### src/rtl/muldiv_exec_unit.sv
// Iterative unsigned multiply/divide unit (MUL_LO/MUL_HI/DIV_Q/DIV_R), one bit per cycle.
// Latency: fixed WIDTH step cycles after the accept edge, then a one-cycle done/wb_en pulse.
// Backpressure: none; start is only sampled in IDLE and is dropped while busy.
module muldiv_exec_unit #(
    parameter int WIDTH      = 16,
    parameter int REG_ADDR_W = 4
) (
    input  logic                  clk,
    input  logic                  reset,
    input  logic                  start,
    input  logic [1:0]            op,
    input  logic [WIDTH-1:0]      operand_a,
    input  logic [WIDTH-1:0]      operand_b,
    input  logic [REG_ADDR_W-1:0] dest_reg,
    output logic                  busy,
    output logic                  done,
    output logic [WIDTH-1:0]      result,
    output logic [REG_ADDR_W-1:0] wb_reg,
    output logic                  wb_en,
    output logic                  div_by_zero
);
    localparam int CW = (WIDTH > 1) ? $clog2(WIDTH) : 1;
    localparam logic [CW-1:0] LAST = CW'(WIDTH - 1);

    localparam logic [1:0] OP_MUL_LO = 2'b00;
    localparam logic [1:0] OP_MUL_HI = 2'b01;
    localparam logic [1:0] OP_DIV_Q  = 2'b10;

    typedef enum logic [1:0] {IDLE, CALC, DONE} state_t;

    state_t               state, state_nxt;
    logic [CW-1:0]        count;
    logic [1:0]           op_q;
    logic [WIDTH-1:0]     op_a_q;
    logic [WIDTH-1:0]     op_b_q;
    logic [2*WIDTH-1:0]   prod;
    logic [WIDTH-1:0]     rem;
    logic [WIDTH-1:0]     quo;

    logic                 accept;
    logic                 last_step;
    logic [WIDTH:0]       mul_sum;
    logic [2*WIDTH-1:0]   prod_step;
    logic [WIDTH:0]       div_shift;
    logic                 div_fits;
    logic [WIDTH-1:0]     div_diff;
    logic [WIDTH-1:0]     rem_step;
    logic [WIDTH-1:0]     quo_step;
    logic [WIDTH-1:0]     step_result;

    assign accept    = (state == IDLE) && start;
    assign last_step = (state == CALC) && (count == LAST);

    // Shift-add: low half of prod holds the remaining multiplier bits.
    assign mul_sum   = {1'b0, prod[2*WIDTH-1:WIDTH]} + (prod[0] ? {1'b0, op_a_q} : '0);
    assign prod_step = {mul_sum, prod[WIDTH-1:1]};

    // Restoring divide; a zero divisor always "fits", giving all-ones quotient and rem=dividend.
    assign div_shift = {rem, quo[WIDTH-1]};
    assign div_fits  = div_shift >= {1'b0, op_b_q};
    assign div_diff  = div_shift[WIDTH-1:0] - op_b_q;
    assign rem_step  = div_fits ? div_diff : div_shift[WIDTH-1:0];
    assign quo_step  = {quo[WIDTH-2:0], div_fits};

    always_comb begin
        step_result = rem_step;
        case (op_q)
            OP_MUL_LO: step_result = prod_step[WIDTH-1:0];
            OP_MUL_HI: step_result = prod_step[2*WIDTH-1:WIDTH];
            OP_DIV_Q:  step_result = quo_step;
            default:   step_result = rem_step;
        endcase
    end

    always_ff @(posedge clk) begin
        if (reset) state <= IDLE;
        else       state <= state_nxt;
    end

    always_comb begin
        state_nxt = state;
        case (state)
            IDLE:    if (start) state_nxt = CALC;
            CALC:    if (count == LAST) state_nxt = DONE;
            DONE:    state_nxt = IDLE;
            default: state_nxt = IDLE;
        endcase
    end

    always_ff @(posedge clk) begin
        if (reset) begin
            count       <= '0;
            op_q        <= '0;
            op_a_q      <= '0;
            op_b_q      <= '0;
            prod        <= '0;
            rem         <= '0;
            quo         <= '0;
            result      <= '0;
            wb_reg      <= '0;
            done        <= 1'b0;
            div_by_zero <= 1'b0;
        end else begin
            done <= last_step;
            if (accept) begin
                count       <= '0;
                op_q        <= op;
                op_a_q      <= operand_a;
                op_b_q      <= operand_b;
                wb_reg      <= dest_reg;
                prod        <= {{WIDTH{1'b0}}, operand_b};
                rem         <= '0;
                quo         <= operand_a;
                div_by_zero <= 1'b0;
            end else if (state == CALC) begin
                count <= count + 1'b1;
                prod  <= prod_step;
                rem   <= rem_step;
                quo   <= quo_step;
                if (last_step) begin
                    result      <= step_result;
                    div_by_zero <= op_q[1] && (op_b_q == '0);
                end
            end
        end
    end

    assign busy  = (state != IDLE);
    assign wb_en = done;

endmodule

### config.mk
export PLATFORM = sky130hd
export DESIGN_NAME = muldiv_exec_unit
export DESIGN_NICKNAME = d
export VERILOG_FILES = /design/src/rtl/muldiv_exec_unit.sv
export SDC_FILE = /design/constraint.sdc
export NUM_CORES = 1
export LEC_CHECK = 0
export ABC_AREA = 1
export CAP_MARGIN = 20
export CORE_ASPECT_RATIO = 0.75
export CORE_MARGIN = 1
export CORE_UTILIZATION = 45
export DETAILED_ROUTE_END_ITERATION = 8
export REMOVE_ABC_BUFFERS = 1
export SLEW_MARGIN = 20
export SYNTH_ARGS = -nofsm -noshare
export SYNTH_HDL_FRONTEND = slang
export SYNTH_SLANG_ARGS = --single-unit
### constraint.sdc
create_clock -name clk -period 3.47 [get_ports clk]
set_input_delay 1.041 -clock clk [delete_from_list [all_inputs] [get_ports clk]]
set_output_delay 1.041 -clock clk [all_outputs]
set_load 0.1 [all_outputs]
==> out/results.env, run 1 <==
RUN_STATUS='complete, no violations'
DIE_AREA_MM2=0.0170
COMBINATIONAL_FAMILY_WITH_THE_MOST_AREA_AFTER_SYNTHESIS='simple AND/OR/NAND/NOR gates'
GP_CONGESTION=0.853
POST-CTS-SETUP-BUFFER-COUNT=0
FLOPS_LATCHES_SYNTH=126
SYNTHADDERAREAFRAC_PCT=6.10
YOSYS.AREA_SHARE.SIMPLE_PCT=31.0
TRITONCTS_CLOCK_TREE='done'
INSERTED_CLOCK_BUFFERS=17
DETAILEDROUTE.FIRSTPASSITERATIONCOUNT=6
FINALWIRELENGTH_MM=21.1
YS_SEQ_AREA_SHARE_PCT=33.9
ANTENNA_FOUND_INITIAL=0
ASYNC_SR_FLOP_FRACTION_PCT=0
CTS_ROOT_BUF='sky130_fd_sc_hd__clkbuf_16'
LAYOUT.FILLER_CELLS=1621
INITIAL_CORE_UTIL_PCT=46.3
UNREPAIRED_SETUP_ENDPOINTS_AFTER_GLOBAL_ROUTING='no'
CTSHTREEMAXLEVEL=4
WORST_IR_DROP_VDD_mV=0.266
CRITPATHCAPTURETYPE='register'
CTS_RESIZED=0
SYNTH_EDF_COUNT=0
VIOLATION_COUNT_AFTER_THE_FIRST_DETAILED_ROUTING_ITERATION=582
REGMOSTFLOPS='prod'
SYNTH_TOP_AREA_CELL='sky130_fd_sc_hd__dfxtp_1'
POWER_W=0.00438
TIMING.FINAL.SETUP_VIOLATIONS=0
SYNTH_COMPOUND_GATE_AREA_SHARE_PCT=15.3
ANTENNA-DIODE-COUNT=0
MAXSLEWVIOLCOUNT=0
WORST_EP_ARRIVAL_TIME_NS=3.21
CLK-INSERTION-DELAY-LATE_NS=0.42
WL_PER_CELL_UM=15.4
DR_TOTAL_VIAS=7048
MAX_FREQ_MHz=351
WORST-SETUP-PATH-TYPE='register to register'
CELL_AREA_AFTER_SYNTHESIS_MM2=0.00743
FINALCRITPERIODSHARE_PCT=82.1
POWER.SWITCHING_W=0.00144
ANT_NETS=0
VIAS_IN_THE_FIRST_GLOBAL_ROUTE=6413
CORE_MM2=0.0161
TOTAL_CONGESTION_OVERFLOW_AFTER_GLOBAL_ROUTING=0
REPORT.FINAL.HOLD_VIOL_COUNT=0
GRT_MAX_DEGREE=82
NUM-NETS-FINAL=1224
SYNTHMUXAREASHARE_PCT=0
HPWL_MM=15.5
CLOCK-SINKS=126
POST-ROUTE-MIN-PERIOD_NS=2.85
HOLD_CLASS='register to register'
LARGEST_REGISTER_FF_COUNT=32
CLOCK-SKEW-FINAL_NS=0.00645
DRCVIOLATIONCOUNT=0
SYNTH_XOR_XNOR_AREA_SHARE_PCT=1.65
SYNTH.AVG_CELL_AREA_UM2=6.74
YOSYSWARNINGCOUNT=0
CTS.HOLD.BUFFERS_ADDED=0
CATEGORY_OF_THE_WORST_SETUP_PATH_LAUNCH_POINT='register'
DIE_W_UM=150
CORE.ROWCOUNT=40
UTILIZATION_OF_THE_CORE_AFTER_ROUTING_PCT=54.2
YOSYS_MOST_USED_DFF='sky130_fd_sc_hd__dfxtp_1'
CLOCK_PATH_BUFFERS=2
CAP_VIOL_MAX_COUNT=0
AREAGROWTHSYNTHTOFINISH_PCT=17.2
DIE_Y_UM=113
PIN_COUNT=65
GRT_USE_TOTAL_PCT=26.1
MAX_SLEW_MARGIN_PCT=29.9
NUMPORTBUFFERS=64
POWER_DENSITY_mW_PER_MM2=503
CRITICAL_PATH_REQUIRED_NS=3.83
VIAS_PER_CELL=5.14
POSTSYNTHCELLCOUNT=1103
UNIQUE_CELL_TYPE_COUNT_IN_THE_YOSYS_NETLIST=42
CRITPATHMAXFANOUT=33
SYNTH.TOP_CELL.AREA_SHARE_PCT=33.9
P_INT_W=0.00294
POWER.SHARE.SWITCHING_PCT=33.0
SHARE_CLK_OF_TOTAL_POWER_PCT=40.1
POWER_FRAC_SEQ_PCT=36.4
LAYOUT-DRIVE-GT1-SHARE_PCT=10.2
SHARE_OF_POWER_BURNED_IN_COMBINATIONAL_LOGIC_PCT=23.5
WORST_SLEW_PIN_SLEW_NS=1.05
POST_SYNTH_MAIN_AREA_CONTRIBUTORS='sky130_fd_sc_hd__dfxtp_1 34%, sky130_fd_sc_hd__nand2_1 16%, sky130_fd_sc_hd__inv_1 8.3%'
POWER.STATIC_LEAKAGE_nW=4.15
WORST_SETUP_HOLD_PATH_CLK_SLEW_NS=0.06
GRT_PASS1_WL_MM=34.3
## critical path, stage by stage, from the launching register on
cell                       delay, ns
sky130_fd_sc_hd__dfxtp_1        0.36
sky130_fd_sc_hd__ha_1           0.19
sky130_fd_sc_hd__inv_1          0.05
sky130_fd_sc_hd__nor3_1         0.28
sky130_fd_sc_hd__inv_1          0.13
sky130_fd_sc_hd__nor2_4         0.15
sky130_fd_sc_hd__clkinv_1       0.83
sky130_fd_sc_hd__a21oi_1        0.58
sky130_fd_sc_hd__nand2_2        0.09
sky130_fd_sc_hd__a21oi_2        0.12
## per-stage QoR
stage,setup TNS (ns),hold slack [ns],setup WS [ns],instance area (um^2),instances
global route,0,0.478,0.294,8710,1371
detailed placement,0,0.432,0.886,8130,1339
global placement,0,0.430,0.918,8130,1339
floorplan,-14.91,0.419,-0.604,7170,1052
finish,0,0.447,0.621,8710,1371
CTS,0,0.447,0.906,8710,1371
## synth_stat cells (3+ instances only)
cell type / count
sky130_fd_sc_hd__a21oi_2: 9
sky130_fd_sc_hd__clkbuf_1: 26
sky130_fd_sc_hd__nand4_1: 6
sky130_fd_sc_hd__dfxtp_1: 126
sky130_fd_sc_hd__nand3_1: 105
sky130_fd_sc_hd__o21ai_0: 25
sky130_fd_sc_hd__nand2_2: 15
sky130_fd_sc_hd__o311ai_0: 12
sky130_fd_sc_hd__buf_2: 8
sky130_fd_sc_hd__o22ai_1: 14
sky130_fd_sc_hd__a21oi_1: 77
sky130_fd_sc_hd__nand2_1: 310
sky130_fd_sc_hd__o211ai_1: 23
sky130_fd_sc_hd__nor2_1: 58
sky130_fd_sc_hd__nand2_4: 5
sky130_fd_sc_hd__xor2_1: 9
sky130_fd_sc_hd__nor2_4: 4
sky130_fd_sc_hd__nor3_1: 9
sky130_fd_sc_hd__buf_1: 8
sky130_fd_sc_hd__a31oi_1: 16
sky130_fd_sc_hd__buf_4: 4
sky130_fd_sc_hd__inv_1: 164
sky130_fd_sc_hd__ha_1: 33
sky130_fd_sc_hd__nand3_2: 8
sky130_fd_sc_hd__xnor2_1: 5
sky130_fd_sc_hd__buf_6: 3
## power groups by stage
stage / Clock (W) / Combinational [W] / Sequential (W)
global placement: 0 / 0.00101 / 0.00162
finish: 0.00176 / 0.00103 / 0.00160
detailed placement: 0 / 0.00101 / 0.00162
global route: 0.00184 / 0.00114 / 0.00161
floorplan: 0 / 0.000699 / 0.00163
CTS: 0.00177 / 0.00102 / 0.00159
## layout by cell type, fill, tap and decap left out, types with 5 or more instances in the layout
master / n
sky130_fd_sc_hd__nand3_2: 8
sky130_fd_sc_hd__a21oi_2: 9
sky130_fd_sc_hd__nand4_1: 6
sky130_fd_sc_hd__nand2_4: 5
sky130_fd_sc_hd__nand3_1: 105
sky130_fd_sc_hd__o22ai_1: 14
sky130_fd_sc_hd__xnor2_1: 5
sky130_fd_sc_hd__ha_1: 33
sky130_fd_sc_hd__clkinvlp_4: 7
sky130_fd_sc_hd__a21oi_1: 77
sky130_fd_sc_hd__clkbuf_16: 17
sky130_fd_sc_hd__o211ai_1: 23
sky130_fd_sc_hd__o21ai_0: 25
sky130_fd_sc_hd__xor2_1: 9
sky130_fd_sc_hd__buf_4: 36
sky130_fd_sc_hd__nand2_1: 310
sky130_fd_sc_hd__o311ai_0: 12
sky130_fd_sc_hd__nor3_1: 9
sky130_fd_sc_hd__inv_1: 163
sky130_fd_sc_hd__a31oi_1: 16
sky130_fd_sc_hd__clkdlybuf4s50_1: 39
sky130_fd_sc_hd__nand2_2: 15
sky130_fd_sc_hd__nor2_1: 55
sky130_fd_sc_hd__dfxtp_1: 126
## cell families after synthesis
family                   Yosys count
AND/OR/NAND/NOR                  524
buffers and inverters            219
AO/OA/AOI/OAI                    185
flip-flops                       126
adder cells (fa/ha/maj)           35
XOR/XNOR                          14
## layout make-up
| type | instances | area, um^2 | area share, % |
|---|---|---|---|
| inverters | 168 | 631 | 7.24 |
| repair buffers | 77 | 686 | 7.87 |
| clock inverters | 14 | 145 | 1.67 |
| clock buffers | 18 | 439 | 5.04 |
| well taps | 210 | 263 | 3.02 |
| multi-input cells | 758 | 4030 | 46.2 |
| flip-flops and latches | 126 | 2520 | 29.0 |
## per-layer routing
layer | routed length [um] | GRT usage [%] | vias up
li1 | - | - | 3665
met1 | 11200 | 40.4 | 3185
met2 | 8540 | 36.9 | 187
met3 | 1150 | 5.00 | 11
met4 | 166 | 5.39 | 0
met5 | 0 | 0 | -
## final timing paths
path         slack (ns)                    from  cells after the start                endpoint
max                0.62   count[0]$_SDFFE_PP0P_                      9  result[2]$_SDFFE_PP0P_
min                0.45  op_a_q[5]$_SDFFE_PP0P_                      2  op_a_q[5]$_SDFFE_PP0P_
max reg2reg        0.62   count[0]$_SDFFE_PP0P_                      9  result[2]$_SDFFE_PP0P_
min reg2reg        0.45  op_a_q[5]$_SDFFE_PP0P_                      2  op_a_q[5]$_SDFFE_PP0P_
Note: power is estimated with default switching activity, not from simulation.
==> run 2: changes to the inputs <==
- PLACE_DENSITY: not set -> 0.67
- clock period: 3.47 -> 2.57 ns (I/O delays scaled with it)
==> out/results.env, run 2 (synthesis results as in run 1) <==
WORST_EP_ARRIVAL_TIME_NS=2.66
HPWL_MM=15.7
GP_CONGESTION=0.929
GRT_PASS1_WL_MM=34.0
FINALSETUPTNS_NS=0
AREAGROWTHSYNTHTOFINISH_PCT=18.9
TIMING.FINAL.SETUP_VIOLATIONS=0
MOSTFREQUENTLAYOUTCELLS='310 x sky130_fd_sc_hd__nand2_1, 164 x sky130_fd_sc_hd__inv_1, 126 x sky130_fd_sc_hd__dfxtp_1, 105 x sky130_fd_sc_hd__nand3_1, 75 x sky130_fd_sc_hd__a21oi_1'
DIE_Y_UM=113
POWER.STATIC_LEAKAGE_nW=4.23
POSTPLACECELLAREA_MM2=0.00823
WORST_SLEW_PIN_SLEW_NS=0.985
WORST_SLACK_NS=0.268
PIN_COUNT=65
UTILIZATION_OF_THE_CORE_AFTER_ROUTING_PCT=55.0
WL_PER_CELL_UM=15.2
FINALCRITPERIODSHARE_PCT=89.6
NUM-NETS-FINAL=1236
TIMING.HOLD.WS_NS=0.449
CLK-INSERTION-DELAY-LATE_NS=0.43
VIAS_PER_CELL=5.23
CTS_ROOT_BUF='sky130_fd_sc_hd__clkbuf_16'
CLOCK_PATH_BUFFERS=2
MOST_FREQUENT_STANDARD_CELL_IN_THE_LAYOUT_EXCLUDING_FILL_AND_TAP_CELLS='sky130_fd_sc_hd__nand2_1'
POST-ROUTE-MIN-PERIOD_NS=2.30
WORSTSETUPSTARTPOINT='prod[0]$_SDFFE_PP0P_'
TRITONCTS_CLOCK_TREE='done'
INSERTED_CLOCK_BUFFERS=17
HOLD_CLASS='register to register'
DIE_W_UM=150
GRT_MAX_DEGREE=82
DETAILEDROUTE.FIRSTPASSITERATIONCOUNT=5
ANTENNA-DIODE-COUNT=0
LAYOUT-DRIVE-GT1-SHARE_PCT=11.3
CTS.HOLD.BUFFERS_ADDED=0
CATEGORY_OF_THE_WORST_SETUP_PATH_LAUNCH_POINT='register'
MAXSLEWVIOLCOUNT=0
UNREPAIRED_SETUP_ENDPOINTS_AFTER_GLOBAL_ROUTING='no'
DRCVIOLATIONCOUNT=0
FINALWIRELENGTH_MM=21.0
CRITPATHMAXFANOUT=11
CORE_MM2=0.0161
VIAS_IN_THE_FIRST_GLOBAL_ROUTE=6544
ANT_NETS=0
WORST-SETUP-PATH-TYPE='register to register'
POWER_DENSITY_mW_PER_MM2=681
CRITPATHCAPTURETYPE='register'
RUN_STATUS='complete, no violations'
REGMOSTFLOPS='prod'
SETUP.WORST_PATH.END='result[14]$_SDFFE_PP0P_'
CRITICAL_PATH_REQUIRED_NS=2.92
NUMPORTBUFFERS=64
WORSTREGTOREGCELLS=15
LARGEST_REGISTER_FF_COUNT=32
VIOLATION_COUNT_AFTER_THE_FIRST_DETAILED_ROUTING_ITERATION=590
CLOCK-SKEW-FINAL_NS=0.00927
DP_WORST_SETUP_SLACK_NS=0.243
GRT_USE_TOTAL_PCT=25.7
LAYOUT.FILLER_CELLS=1575
CAP_VIOL_MAX_COUNT=0
REGTOREGSETUPSLACK_NS=0.27
WORST_IR_DROP_VDD_mV=0.359
CRIT-REG2REG-LAUNCH='prod[0]$_SDFFE_PP0P_'
DIE_AREA_MM2=0.0170
WORST_SETUP_HOLD_PATH_CLK_SLEW_NS=0.06
MAX_SLEW_MARGIN_PCT=34.3
INITIAL_CORE_UTIL_PCT=46.3
FINALINSTANCEAREA_MM2=0.00883
TOTAL_CONGESTION_OVERFLOW_AFTER_GLOBAL_ROUTING=0
CRITICAL_PATH.REG2REG.ENDPOINT='result[14]$_SDFFE_PP0P_'
CORE.ROWCOUNT=40
CTSHTREEMAXLEVEL=4
CLOCK-SINKS=126
MAX_FREQ_MHz=434
DR_TOTAL_VIAS=7237
ANTENNA_FOUND_INITIAL=0
REPORT.FINAL.HOLD_VIOL_COUNT=0
## run 2: cell types whose count changed in the layout (fill, tap and decap cells not counted), sizes merged
cell | before | now
buf | 38 | 50
inv | 165 | 171
clkinvlp | 7 | 4
clkinv | 8 | 5
## run 2: timing repair
item | in CTS | in global routing
setup buffers | 0 | 0
endpoints found under the setup margin | 0 | 2
gates resized for setup | 0 | 2
## run 2: how the worst min path moves through the flow
stage	start	to	slack, ns	cells after the start
final	op_a_q[7]$_SDFFE_PP0P_	op_a_q[7]$_SDFFE_PP0P_	0.45	2
after global routing	op_a_q[6]$_SDFFE_PP0P_	op_a_q[6]$_SDFFE_PP0P_	0.47	2
after CTS	op_a_q[7]$_SDFFE_PP0P_	op_a_q[7]$_SDFFE_PP0P_	0.45	2
after detailed placement	op_a_q[7]$_SDFFE_PP0P_	op_a_q[7]$_SDFFE_PP0P_	0.44	2
after global placement	op_a_q[8]$_SDFFE_PP0P_	op_a_q[8]$_SDFFE_PP0P_	0.43	2
after floorplan	op_a_q[10]$_SDFFE_PP0P_	op_a_q[10]$_SDFFE_PP0P_	0.42	2
## run 2: worst max-delay path: stages (launching register included)
cell	delay [ns]
sky130_fd_sc_hd__dfxtp_1	0.37
sky130_fd_sc_hd__buf_4	0.21
sky130_fd_sc_hd__nand2_1	0.08
sky130_fd_sc_hd__inv_1	0.07
sky130_fd_sc_hd__ha_1	0.28
sky130_fd_sc_hd__nand2_1	0.15
sky130_fd_sc_hd__inv_1	0.07
sky130_fd_sc_hd__nand2_1	0.07
sky130_fd_sc_hd__nand2_1	0.07
sky130_fd_sc_hd__a21oi_2	0.18
sky130_fd_sc_hd__nand2_1	0.07
sky130_fd_sc_hd__nand2_1	0.07
sky130_fd_sc_hd__nand3_1	0.09
sky130_fd_sc_hd__a21oi_1	0.19
sky130_fd_sc_hd__nand2_1	0.11
sky130_fd_sc_hd__a21oi_1	0.13
## run 2: layer usage
| layer | part of all wire, % | GRT usage [%] | wire length, um |
|---|---|---|---|
| met5 | 0 | 0 | 0 |
| met4 | 1.1 | 7.00 | 222 |
| met3 | 6.7 | 3.67 | 1410 |
| met2 | 41 | 37.4 | 8670 |
| met1 | 51 | 39.0 | 10700 |
## run 2: cell type report
cell class	instances	area [um^2]	share of cell area, %
clock buffer	18	439	4.97
inverter	168	631	7.14
tap	210	263	2.97
clock inverter	14	156	1.77
timing repair buffer	89	788	8.92
multi-input combinational	758	4030	45.7
sequential	126	2520	28.6
## run 2: where the power goes
group / leakage (nW) / internal [W] / switching (W)
registers: 1.03 / 0.00207 / 0.0000789
clock network: 0.280 / 0.00147 / 0.000965
logic: 2.92 / 0.000488 / 0.000953
## run 2: stage by stage
stage / total power, W / cells
finish: 0.00602 / 1383
global route: 0.00631 / 1383
CTS: 0.00603 / 1383
detailed placement: 0.00360 / 1351
global placement: 0.00359 / 1351
floorplan: 0.00315 / 1052
==> run 3: changes to the inputs <==
- CORE_MARGIN: 1 -> 2
- CTS_BUF_LIST: not set -> sky130_fd_sc_hd__clkbuf_16
- HOLD_SLACK_MARGIN: not set -> 0.06
==> out/results.env, run 3 (synthesis results as in run 1) <==
CLK-INSERTION-DELAY-LATE_NS=0.43
CTS_ROOT_BUF='sky130_fd_sc_hd__clkbuf_16'
DR_TOTAL_VIAS=7266
DRCVIOLATIONCOUNT=5
ANTENNA_FOUND_INITIAL=0
TIMING.CRITICAL_PATH.SLOWEST_CELL_DELAY_NS=0.36
FINALINSTANCEAREA_MM2=0.00872
TRITONCTS_CLOCK_TREE='done'
PIN_COUNT=65
FINALWIRELENGTH_MM=21.2
LAYOUT-DRIVE-GT1-SHARE_PCT=10.7
VIAS_PER_CELL=5.27
TIMING.HOLD.WS_NS=0.447
WORST_SLEW_PIN_SLEW_NS=1.08
FINALCRITPERIODSHARE_PCT=91.0
CTSHTREEMAXLEVEL=4
POST-CTS-SETUP-BUFFER-COUNT=0
POWER_DENSITY_mW_PER_MM2=661
DIE_AREA_MM2=0.0176
CATEGORY_OF_THE_WORST_SETUP_PATH_LAUNCH_POINT='register'
TOTAL_CONGESTION_OVERFLOW_AFTER_GLOBAL_ROUTING=0
DIE_W_UM=152
TIMING.FINAL.SETUP_VIOLATIONS=0
WORST_IR_DROP_VDD_mV=0.391
LARGEST_REGISTER_FF_COUNT=32
HPWL_MM=15.6
VIAS_IN_THE_FIRST_GLOBAL_ROUTE=6589
MAX_SLEW_MARGIN_PCT=27.9
LAYOUT.FILLER_CELLS=1610
WORST_SLACK_NS=0.232
CAP_VIOL_MAX_COUNT=0
DP_WORST_SETUP_SLACK_NS=0.223
CORE_MM2=0.0161
RUN_STATUS='finished with violations'
ANTENNA-DIODE-COUNT=0
NUMPORTBUFFERS=64
CRIT_PATH_CELL_TRACE='inv_1 > ha_1 > nand2_1 > inv_1 > nand2_1 > nand2_1 > a21oi_1 > nand2_2 > nand2_4 > buf_4 > nand3_1 > nand3_1 > nand3_2 > a21oi_2'
POST-ROUTE-MIN-PERIOD_NS=2.34
WORST_PATH_BUF_INV=3
MAX_FREQ_MHz=428
HOLD_CLASS='register to register'
CP_TOP_FAMILY='simple AND/OR/NAND/NOR gates'
POST-PLACE-CELLS=1349
WL_PER_CELL_UM=15.4
CLOCK_PATH_BUFFERS=2
GP_CONGESTION=0.930
VIOLATION_COUNT_AFTER_THE_FIRST_DETAILED_ROUTING_ITERATION=743
CTS.HOLD.BUFFERS_ADDED=0
UNREPAIRED_SETUP_ENDPOINTS_AFTER_GLOBAL_ROUTING='no'
AREA_USED_BY_MULTI_INPUT_COMBINATIONAL_LOGIC_MM2=0.00402
MOST_FREQUENT_STANDARD_CELL_IN_THE_LAYOUT_EXCLUDING_FILL_AND_TAP_CELLS='sky130_fd_sc_hd__nand2_1'
WORST_EP_ARRIVAL_TIME_NS=2.70
GRT_MAX_DEGREE=82
FINALSETUPTNS_NS=0
REGMOSTFLOPS='prod'
DETAILEDROUTE.FIRSTPASSITERATIONCOUNT=8
INSERTED_CLOCK_BUFFERS=17
NUM-NETS-FINAL=1234
MAXSLEWVIOLCOUNT=0
CORE.ROWCOUNT=40
ANT_NETS=0
VIOLATIONS_IN_THE_FINAL_REPORTS='DRC'
WORST-SETUP-PATH-TYPE='register to register'
DIE_Y_UM=115
STDCELL_COUNT=1379
REPORT.FINAL.HOLD_VIOL_COUNT=0
CRITPATHCAPTURETYPE='register'
WORST_SETUP_HOLD_PATH_CLK_SLEW_NS=0.06
CRITPATHMAXFANOUT=16
INITIAL_CORE_UTIL_PCT=46.3
GRT_USE_TOTAL_PCT=24.7
POSTPLACECELLAREA_MM2=0.00819
CRITICAL_PATH_REQUIRED_NS=2.93
MOST_USED_CELL_ALONG_THE_CRITICAL_PATH='sky130_fd_sc_hd__nand2_1'
CRIT_PATH_TOP_DELAY_CELL='sky130_fd_sc_hd__ha_1'
FINAL-SEQ-AREA_MM2=0.00252
CLOCK-SKEW-FINAL_NS=0.00985
POWER.STATIC_LEAKAGE_nW=4.18
CLOCK-SINKS=126
GRT_PASS1_WL_MM=34.4
MOSTFREQUENTLAYOUTCELLS='310 x sky130_fd_sc_hd__nand2_1, 165 x sky130_fd_sc_hd__inv_1, 125 x sky130_fd_sc_hd__dfxtp_1, 105 x sky130_fd_sc_hd__nand3_1, 77 x sky130_fd_sc_hd__a21oi_1'
AREAGROWTHSYNTHTOFINISH_PCT=17.3
run 3: changes by cell type in the layout (fill, tap and decap cells not counted), sizes merged:
cell	previous run	this run
inv	171	167
bufinv	2	1
clkinv	5	8
buf	50	48
clkinvlp	4	5
clkbuf	18	17
run 3: timing repair:
action / CTS / global route
gates resized for setup: 0 / 1
setup endpoints to repair: 0 / 3
endpoints found under the hold margin: 0 / 0
run 3: path summary, 6_finish.rpt:
kind | start | end | slack [ns] | depth (start not counted)
worst min register to register | op_a_q[7]$_SDFFE_PP0P_ | op_a_q[7]$_SDFFE_PP0P_ | 0.45 | 2
worst max register to register | op_b_q[7]$_SDFFE_PP0P_ | result[0]$_SDFFE_PP0P_ | 0.23 | 14
worst max-delay path | op_b_q[7]$_SDFFE_PP0P_ | result[0]$_SDFFE_PP0P_ | 0.23 | 14
worst min-delay path | op_a_q[7]$_SDFFE_PP0P_ | op_a_q[7]$_SDFFE_PP0P_ | 0.45 | 2
run 3: worst register-to-register path, delay by kind of cell, from the launching register on:
kind / cells / cell delay [ns]
simple gates: 8 / 0.85
buf+inv: 3 / 0.39
compound gates: 2 / 0.38
fa+ha+maj: 1 / 0.36
flops: 1 / 0.31
run 3: metrics by stage:
step                      util, %  power [W]
after floorplan                 -    0.00315
after global placement       51.0    0.00357
after detailed placement     51.0    0.00359
after CTS                    54.3    0.00578
after global routing         54.3    0.00605
final                        54.3    0.00577
run 3: cell type report:
cell class / instances / share of cell area, %
clock buffers: 17 / 4.88
well taps: 210 / 3.01
flip-flops and latches: 126 / 28.9
multi-input cells: 758 / 46.2
repair buffers: 87 / 8.58
inverters: 168 / 7.23
clock inverters: 13 / 1.19
run 3: per-layer routing:
metal	vias to the layer above	track usage, %	wire length, um	part of all wire [%]
li1	3683	-	-	-
met1	3282	36.6	10700	50
met2	270	35.9	8490	40
met3	31	5.96	1710	8.1
met4	0	6.36	311	1.5
met5	-	0	0	0
run 3: report_power, final:
part           switching (W)  internal, W
Sequential         0.0000805      0.00207
Clock               0.000893      0.00130
Combinational       0.000953     0.000471
Total                0.00193      0.00384
